[config.mk]
export PLATFORM = sky130hd
export DESIGN_NAME = bcd_display_driver
export DESIGN_NICKNAME = d
export VERILOG_FILES = /design/src/rtl/bcd_display_driver.sv
export SDC_FILE = /design/constraint.sdc
export NUM_CORES = 1
export LEC_CHECK = 0
export CAP_MARGIN = 20
export CORE_MARGIN = 4
export CORE_UTILIZATION = 58
export CTS_CLUSTER_DIAMETER = 40
export CTS_CLUSTER_SIZE = 8
export DETAILED_ROUTE_END_ITERATION = 8
export HOLD_SLACK_MARGIN = 0.1
export PLACE_DENSITY = 0.85
export RECOVER_POWER = 50
export SLEW_MARGIN = 10
export SYNTH_ARGS = -nofsm -noshare
export SYNTH_HDL_FRONTEND = slang
export SYNTH_SLANG_ARGS = --single-unit
[constraint.sdc]
create_clock -name clk -period 6.46 [get_ports clk]
set_clock_uncertainty 0.2 [all_clocks]
set_input_delay 0.646 -clock clk [delete_from_list [all_inputs] [get_ports clk]]
set_output_delay 0.646 -clock clk [all_outputs]
set_load 0.02 [all_outputs]
[src/rtl/bcd_display_driver.sv]
// Samples a 7-bit counter value, converts it to BCD by double-dabble and
// drives a multiplexed, active-low 3-digit 7-segment display.
module bcd_display_driver #(
    parameter int SCAN_DIV = 4,
    parameter bit BLANK_LZ = 1'b1
) (
    input  logic       clk,
    input  logic       rst,
    input  logic [6:0] in_val,
    input  logic       in_valid,
    output logic       in_ready,
    output logic [3:0] hund,
    output logic [3:0] tens,
    output logic [3:0] ones,
    output logic       conv_done,
    output logic [6:0] seg,
    output logic [2:0] an
);

    localparam logic [1:0] IDLE  = 2'd0;
    localparam logic [1:0] SHIFT = 2'd1;
    localparam logic [1:0] DONE  = 2'd2;

    localparam int DW = (SCAN_DIV > 1) ? $clog2(SCAN_DIV) : 1;
    localparam logic [DW-1:0] DIV_MAX = DW'(SCAN_DIV - 1);

    logic [1:0]    r_state;
    logic [18:0]   r_sh;
    logic [2:0]    r_cnt;
    logic [3:0]    r_hund;
    logic [3:0]    r_tens;
    logic [3:0]    r_ones;
    logic          r_done;
    logic [DW-1:0] r_div;
    logic [1:0]    r_scan;

    logic [18:0]   w_adj;
    logic [3:0]    w_digit;
    logic          w_blank;

    function automatic logic [3:0] add3(input logic [3:0] n);
        return (n >= 4'd5) ? n + 4'd3 : n;
    endfunction

    function automatic logic [6:0] seg_of(input logic [3:0] d);
        logic [6:0] s;
        case (d)
            4'd0:    s = 7'b1000000;
            4'd1:    s = 7'b1111001;
            4'd2:    s = 7'b0100100;
            4'd3:    s = 7'b0110000;
            4'd4:    s = 7'b0011001;
            4'd5:    s = 7'b0010010;
            4'd6:    s = 7'b0000010;
            4'd7:    s = 7'b1111000;
            4'd8:    s = 7'b0000000;
            4'd9:    s = 7'b0010000;
            default: s = 7'b1111111;
        endcase
        return s;
    endfunction

    assign w_adj = {add3(r_sh[18:15]), add3(r_sh[14:11]),
                    add3(r_sh[10:7]), r_sh[6:0]};

    always_ff @(posedge clk) begin
        if (!rst) begin
            r_state <= IDLE;
            r_sh    <= '0;
            r_cnt   <= '0;
            r_hund  <= '0;
            r_tens  <= '0;
            r_ones  <= '0;
            r_done  <= 1'b0;
        end else begin
            r_done <= 1'b0;
            case (r_state)
                IDLE: begin
                    if (in_valid) begin
                        r_sh    <= {12'b0, in_val};
                        r_cnt   <= '0;
                        r_state <= SHIFT;
                    end
                end
                SHIFT: begin
                    r_sh  <= {w_adj[17:0], 1'b0};
                    r_cnt <= r_cnt + 3'd1;
                    if (r_cnt == 3'd6)
                        r_state <= DONE;
                end
                DONE: begin
                    r_hund  <= r_sh[18:15];
                    r_tens  <= r_sh[14:11];
                    r_ones  <= r_sh[10:7];
                    r_done  <= 1'b1;
                    r_state <= IDLE;
                end
                default: r_state <= IDLE;
            endcase
        end
    end

    // Scan runs freely, independent of the converter.
    always_ff @(posedge clk) begin
        if (!rst) begin
            r_div  <= '0;
            r_scan <= '0;
        end else if (r_div == DIV_MAX) begin
            r_div  <= '0;
            r_scan <= (r_scan == 2'd2) ? 2'd0 : r_scan + 2'd1;
        end else begin
            r_div <= r_div + 1'b1;
        end
    end

    always_comb begin
        w_digit = r_ones;
        w_blank = 1'b0;
        an      = 3'b110;
        case (r_scan)
            2'd0: begin
                w_digit = r_ones;
                an      = 3'b110;
            end
            2'd1: begin
                w_digit = r_tens;
                w_blank = BLANK_LZ && (r_hund == 4'd0) && (r_tens == 4'd0);
                an      = 3'b101;
            end
            2'd2: begin
                w_digit = r_hund;
                w_blank = BLANK_LZ && (r_hund == 4'd0);
                an      = 3'b011;
            end
            default: begin
                w_blank = 1'b1;
                an      = 3'b111;
            end
        endcase
    end

    assign seg       = w_blank ? 7'b1111111 : seg_of(w_digit);
    assign in_ready  = (r_state == IDLE);
    assign hund      = r_hund;
    assign tens      = r_tens;
    assign ones      = r_ones;
    assign conv_done = r_done;

endmodule

==> run_results.csv, run 1 <==
group,metric,value,unit
run_status,outcome,"completed",
clocking,insertion_delay,0.30,ns
cells_and_area,final_cells,341,
routing,drt_iter0_drc,88,
synthesis,synth.net_count,291,
cells_and_area,antennaDiodeCount,0,
global_routing,grt_use_met1,0.227,
clocking,post_cts_buffers,0,
power,combPwrFrac,0.164,
synthesis,seq_area_frac_synth,0.370,
floorplanning,die_y,69.8,µm
cells_and_area,syn2layout_area_growth,19.1,%
worst_setup_path,worstSetupPathType,"reg -> out",
synthesis,synthFlopType,"dfxtp_1",
synthesis,synth_edf_count,0,
power,power.density,197,nW/µm²
timing,hold_viol_final,0,
routing,viasPerCell,5.58,
worst_setup_path,cp_top_family,"buffers and inverters",
power,switching_share,0.261,
worst_setup_path,critPathRequiredTime,5.61,ns
clocking,cts_tree,"yes",
global_routing,first_global_vias,1790,
synthesis,netlist.area_leader.share,0.370,
power,p_leak,1.03,nW
global_routing,grt_use_total,0.195,
floorplanning,dieArea,4880,µm²
place,hpwl,3340,µm
power,finalPower,0.000522,W
power,vdd_drop_max,0.150,mV
floorplanning,num_rows,22,
timing,timing.slew.headroom,0.554,
worst_setup_path,startpoint_type,"flip-flop",
cells_and_area,nets,320,
cells_and_area,drive_gt1_frac,0.0614,
global_routing,gr-total-overflow,0,
global_routing,busiest_layer,"met2",
worst_setup_path,crit_path_top_delay_cell,"clkdlybuf4s50_1",
synthesis,ys_seq_elements,41,
timing,fmax,261,MHz
timing,setup_tns,0,ns
global_routing,grt_antenna_before_repair,0,
synthesis,synth_common_cells,"46 x nand2_1, 41 x dfxtp_1, 21 x o21ai_0, 18 x ha_1, 17 x inv_1",
power,p_int,0.000385,W
floorplanning,pin_count,34,
place,dp_cells,333,
routing,drc,0,
global_routing,use_met2,0.345,
synthesis,synth_warnings,0,
clocking,clk_pin_slew_worst_paths,0.07,ns
worst_setup_path,cp_max_fo,10,
worst_setup_path,critical_path.cell_chain,"inv_1 -> ha_1 -> nor2_1 -> a21oi_1 -> inv_1 -> ha_1 -> and2_1 -> o21ai_1 -> clkdlybuf4s50_1",
clocking,ctsResizeCount,0,
clocking,cts.path.max_buffers,2,
synthesis,synth.top_cells.by_area,"dfxtp_1 37%, ha_1 10%, nand2_1 7.8%, o21ai_0 4.7%, a21boi_0 4.4%",
global_routing,global_route.usage.met3,0.0464,
synthesis,syn-instance-count,263,
timing,drv_slew,0,
worst_setup_path,cp_data_arrival_time,2.99,ns
routing,wl_per_cell,13.1,µm
clocking,root_buffer,"clkbuf_8",
worst_setup_path,slowest_delay,0.61,ns
synthesis,yosysUniqueCellTypes,46,
place,port_buffers,33,
floorplanning,chipWidth,69.8,µm
synthesis,yosysTopAreaCell,"dfxtp_1",
worst_setup_path,end_kind,"output pin",
floorplanning,start_util,0.601,
routing,via_count,1904,
clocking,h-tree-depth,2,
timing,finalCriticalPeriod,3.83,ns
synthesis,async_reset_ff_frac,0,
power,p_sw,0.000136,W
power,pwr-share-clk,0.330,
clocking,cts_made_buffers,5,
timing,rsz0062_at_grt,"false",
routing,routed_wl,4480,µm
routing,postRouteAntennaNets,0,
clocking,holdBufCountCts,0,
global_routing,grt_pass1_wl,7920,µm
synthesis,synth_area_per_cell,8.43,µm²
timing,tightest_slew,0.667,ns
floorplanning,core,3690,µm²
routing,detailedRoute.firstPassIterationCount,4,
clocking,clkSinkCount,41,
timing,fin_crit_sh,0.593,
synthesis,syn_area,2220,µm²
worst_hold_path,hold_path_class,"reg -> reg",
timing,setup_viol,0,
place,finalWeightedCongestion,0.777,
power,seqPwrFrac,0.506,
worst_setup_path,cp_num_buf_inv,3,
flow_run,maxCapViolCount,0,
synthesis,synth.most_common_cell,"nand2_1",
global_routing,grt_start_max_net_pins,25,
## worst paths after layout
check                                             start              endpoint  slack (ns)  cells after the start
worst max-delay path             r_scan[0]$_SDFFE_PN0P_                seg[1]        2.63                      9
worst min-delay path                r_div[0]$_SDFF_PP0_   r_div[0]$_SDFF_PP0_        0.23                      1
worst max register to register  r_state[0]$_SDFFE_PN0P_  ones[1]$_SDFFE_PN0P_        4.55                      4
worst min register to register      r_div[0]$_SDFF_PP0_   r_div[0]$_SDFF_PP0_        0.23                      1
## cell usage in the layout (no fill, tap or decap), types with 5 or more instances in the layout
master,netlist,layout
nand2_1,46,46
dfxtp_1,41,41
o21ai_0,21,21
clkdlybuf4s50_1,0,21
ha_1,18,18
inv_1,17,17
a21boi_0,13,13
a21oi_1,12,12
dlygate4sd3_1,0,12
nor2_1,10,10
and3_1,8,8
a22oi_1,6,6
clkbuf_8,0,6
nor2b_1,5,5
## worst reg2reg max path, delay by kind of cell (launching register included)
kind                   cells  cell delay [ns]
flip-flops                 1             0.66
AND/OR/NAND/NOR            2             0.48
buffers and inverters      1             0.27
AO/OA/AOI/OAI              1             0.21
## cells by family (layout without fill, tap and decap cells)
family,Yosys count,after routing,synth area share
fa+ha+maj,18,18,0.102
mux,6,6,0.0288
buf+inv,28,58,0.0575
simple gates,92,92,0.197
xor+xnor,6,6,0.0237
flops,41,41,0.370
compound gates,72,72,0.222
## registers in the layout, indices dropped and copies added (netlist names)
register	cells
tens	4
r_state	2
r_cnt	3
r_scan	2
hund	4
r_div	2
ones	4
conv_done	1
r_sh	19
## layout make-up
class / count / area [µm²]
clock buffer: 6 / 82.6
clock inverter: 2 / 13.8
fill: 313 / 1050
inverter: 17 / 63.8
multi-input combinational: 194 / 1270
sequential: 41 / 821
tap: 48 / 60.1
timing repair buffer: 33 / 330
## power by group through the flow
stage	clock [W]	sequential, W	combinational, W
floorplan	0	0.000267	0.0000573
CTS	0.000176	0.000264	0.0000868
finish	0.000172	0.000264	0.0000858
global route	0.000187	0.000265	0.0000945
detailed placement	0	0.000270	0.0000866
global placement	0	0.000269	0.0000848
## through the flow
stage / worst slack [ns] / cell area [µm²] / hold slack [ns] / utilization
after CTS: 2.62 / 2640 / 0.231 / 0.716
after global placement: 3.03 / 2540 / 0.214 / 0.690
after detailed placement: 2.94 / 2540 / 0.216 / 0.690
after floorplan: 3.57 / 2220 / 0.203 / -
after global routing: 2.39 / 2640 / 0.247 / 0.716
final: 2.63 / 2640 / 0.226 / 0.716
## metal layers
metal  vias up  part of all wire
li1        963                 -
met2        52              0.50
met4         0             0.025
met1       876              0.42
met5         -                 0
met3        13             0.046
No activity file was read; power rests on OpenSTA's default activity.
==> inputs of run 2 (changes only) <==
CORE_UTILIZATION = 53   (was 58)
PLACE_DENSITY = 0.79   (was 0.85)
clock period = 3.85 ns   (was 6.46 ns; I/O delays follow)
==> run_results.csv, run 2 (synthesis gave the netlist of run 1 again) <==
group,metric,value,unit
routing,postRouteAntennaNets,0,
worst_setup_path,crit_start,"r_scan[0]$_SDFFE_PN0P_",
timing,drv_slew,0,
place,hpwl,3220,µm
clocking,h-tree-depth,2,
clocking,holdBufCountCts,0,
worst_setup_path,cp_top_family,"buffers and inverters",
flow_run,maxCapViolCount,0,
global_routing,first_global_vias,1760,
floorplanning,core,4030,µm²
clocking,cts_tree,"yes",
routing,detailedRoute.firstPassIterationCount,4,
power,p_leak,1.06,nW
place,port_buffers,33,
cells_and_area,nets,320,
global_routing,grt_start_max_net_pins,25,
global_routing,grt_pass1_wl,7580,µm
cells_and_area,drive_gt1_frac,0.0614,
cells_and_area,syn2layout_area_growth,20.9,%
floorplanning,die_y,72.7,µm
cells_and_area,fin_area,2680,µm²
routing,routed_wl,4400,µm
worst_setup_path,worstReg2RegStart,"r_state[0]$_SDFFE_PN0P_",
worst_setup_path,startpoint_type,"flip-flop",
timing,finalCriticalPeriod,3.61,ns
cells_and_area,antennaDiodeCount,0,
routing,wl_per_cell,12.8,µm
cells_and_area,final_cells,343,
clocking,post_cts_buffers,0,
worst_setup_path,cp_max_fo,10,
worst_setup_path,cp_data_arrival_time,3.02,ns
worst_hold_path,min-delay-start,"r_div[0]$_SDFF_PP0_",
clocking,root_buffer,"clkbuf_8",
worst_setup_path,cp_num_buf_inv,3,
cells_and_area,max_flop_register,"r_sh",
timing,rsz0062_at_grt,"false",
power,power.density,370,nW/µm²
clocking,cts_made_buffers,5,
routing,drt_iter0_drc,52,
power,finalPower,0.000992,W
place,dpl_cell_area,2550,µm²
cells_and_area,mostFrequentLayoutCells,"46 x nand2_1, 41 x dfxtp_1, 21 x o21ai_0",
worst_setup_path,critPathRequiredTime,3.26,ns
run_status,outcome,"completed",
floorplanning,dieArea,5280,µm²
floorplanning,num_rows,23,
place,dp_cells,335,
global_routing,gr-total-overflow,0,
worst_setup_path,critical_path.cell_chain,"inv_1 -> ha_1 -> nor2_1 -> a21oi_1 -> inv_1 -> ha_1 -> and2_1 -> o21ai_1 -> clkdlybuf4s50_1",
cells_and_area,fillers,363,
timing,timing.slew.headroom,0.544,
timing,fmax,277,MHz
clocking,clkSinkCount,41,
worst_setup_path,crit_path_top_delay_cell,"clkdlybuf4s50_1",
worst_setup_path,end_kind,"output pin",
floorplanning,pin_count,34,
place,finalWeightedCongestion,0.796,
global_routing,grt_antenna_before_repair,0,
worst_setup_path,slowest_delay,0.61,ns
timing,setup_tns,0,ns
clocking,insertion_delay,0.29,ns
routing,via_count,1858,
cells_and_area,final_common_cell,"nand2_1",
routing,viasPerCell,5.42,
floorplanning,chipWidth,72.7,µm
timing,tightest_slew,0.682,ns
cells_and_area,largest_reg_flops,19,
power,vdd_drop_max,0.251,mV
clocking,ctsResizeCount,0,
timing,hold_viol_final,0,
floorplanning,start_util,0.551,
timing,setup_viol,0,
worst_setup_path,worstSetupPathType,"reg -> out",
timing,fin_crit_sh,0.938,
cells_and_area,fin_util,0.666,
global_routing,grt_use_total,0.180,
cells_and_area,multi_input_area,1270,µm²
worst_hold_path,hold_path_class,"reg -> reg",
cells_and_area,regArea,821,µm²
clocking,cts.path.max_buffers,2,
clocking,clk_pin_slew_worst_paths,0.08,ns
routing,drc,0,
[run 2: path summary, 6_finish.rpt]
path	endpoint	slack, ns	depth (start not counted)
setup reg to reg	r_sh[10]$_SDFFE_PN0P_	1.98	4
hold reg to reg	r_div[0]$_SDFF_PP0_	0.25	1
hold / removal	r_div[0]$_SDFF_PP0_	0.25	1
setup / recovery	seg[1]	0.24	9
[run 2: metal layers]
layer,vias to the layer above,wire [µm],GRT usage
met4,0,97,0.0758
met2,37,2040,0.305
met5,-,0,0
met3,10,176,0.0455
met1,846,2090,0.215
li1,965,-,-
[run 2: power by group]
part | switching, W | leakage [nW] | total [W] | internal, W
Combinational | 0.0000765 | 0.657 | 0.000144 | 0.0000678
Sequential | 0.00000909 | 0.332 | 0.000443 | 0.000434
Clock | 0.000147 | 0.0681 | 0.000405 | 0.000258
Total | 0.000233 | 1.06 | 0.000992 | 0.000759
[run 2: worst register-to-register path, stage by stage (launching register included)]
cell and delay [ns]:
dfxtp_1 0.48, o21bai_2 0.28, and2_1 0.58, o21ai_0 0.19, nand2_1 0.08
[run 2: per-stage QoR]
stage          setup WS, ns  hold slack, ns
3_5_place_dp          0.568           0.244
2_1_floorplan          1.23           0.203
4_1_cts               0.228           0.260
3_3_place_gp          0.686           0.218
5_1_grt              0.0205           0.288
6_report              0.240           0.249
[run 2: final cells by class]
class	instances	area share
Timing Repair Buffer	33	0.123
Clock buffer	5	0.0257
Clock inverter	3	0.0243
Sequential cell	41	0.306
Inverter	17	0.0238
Tap cell	50	0.0233
Multi-Input combinational cell	194	0.474
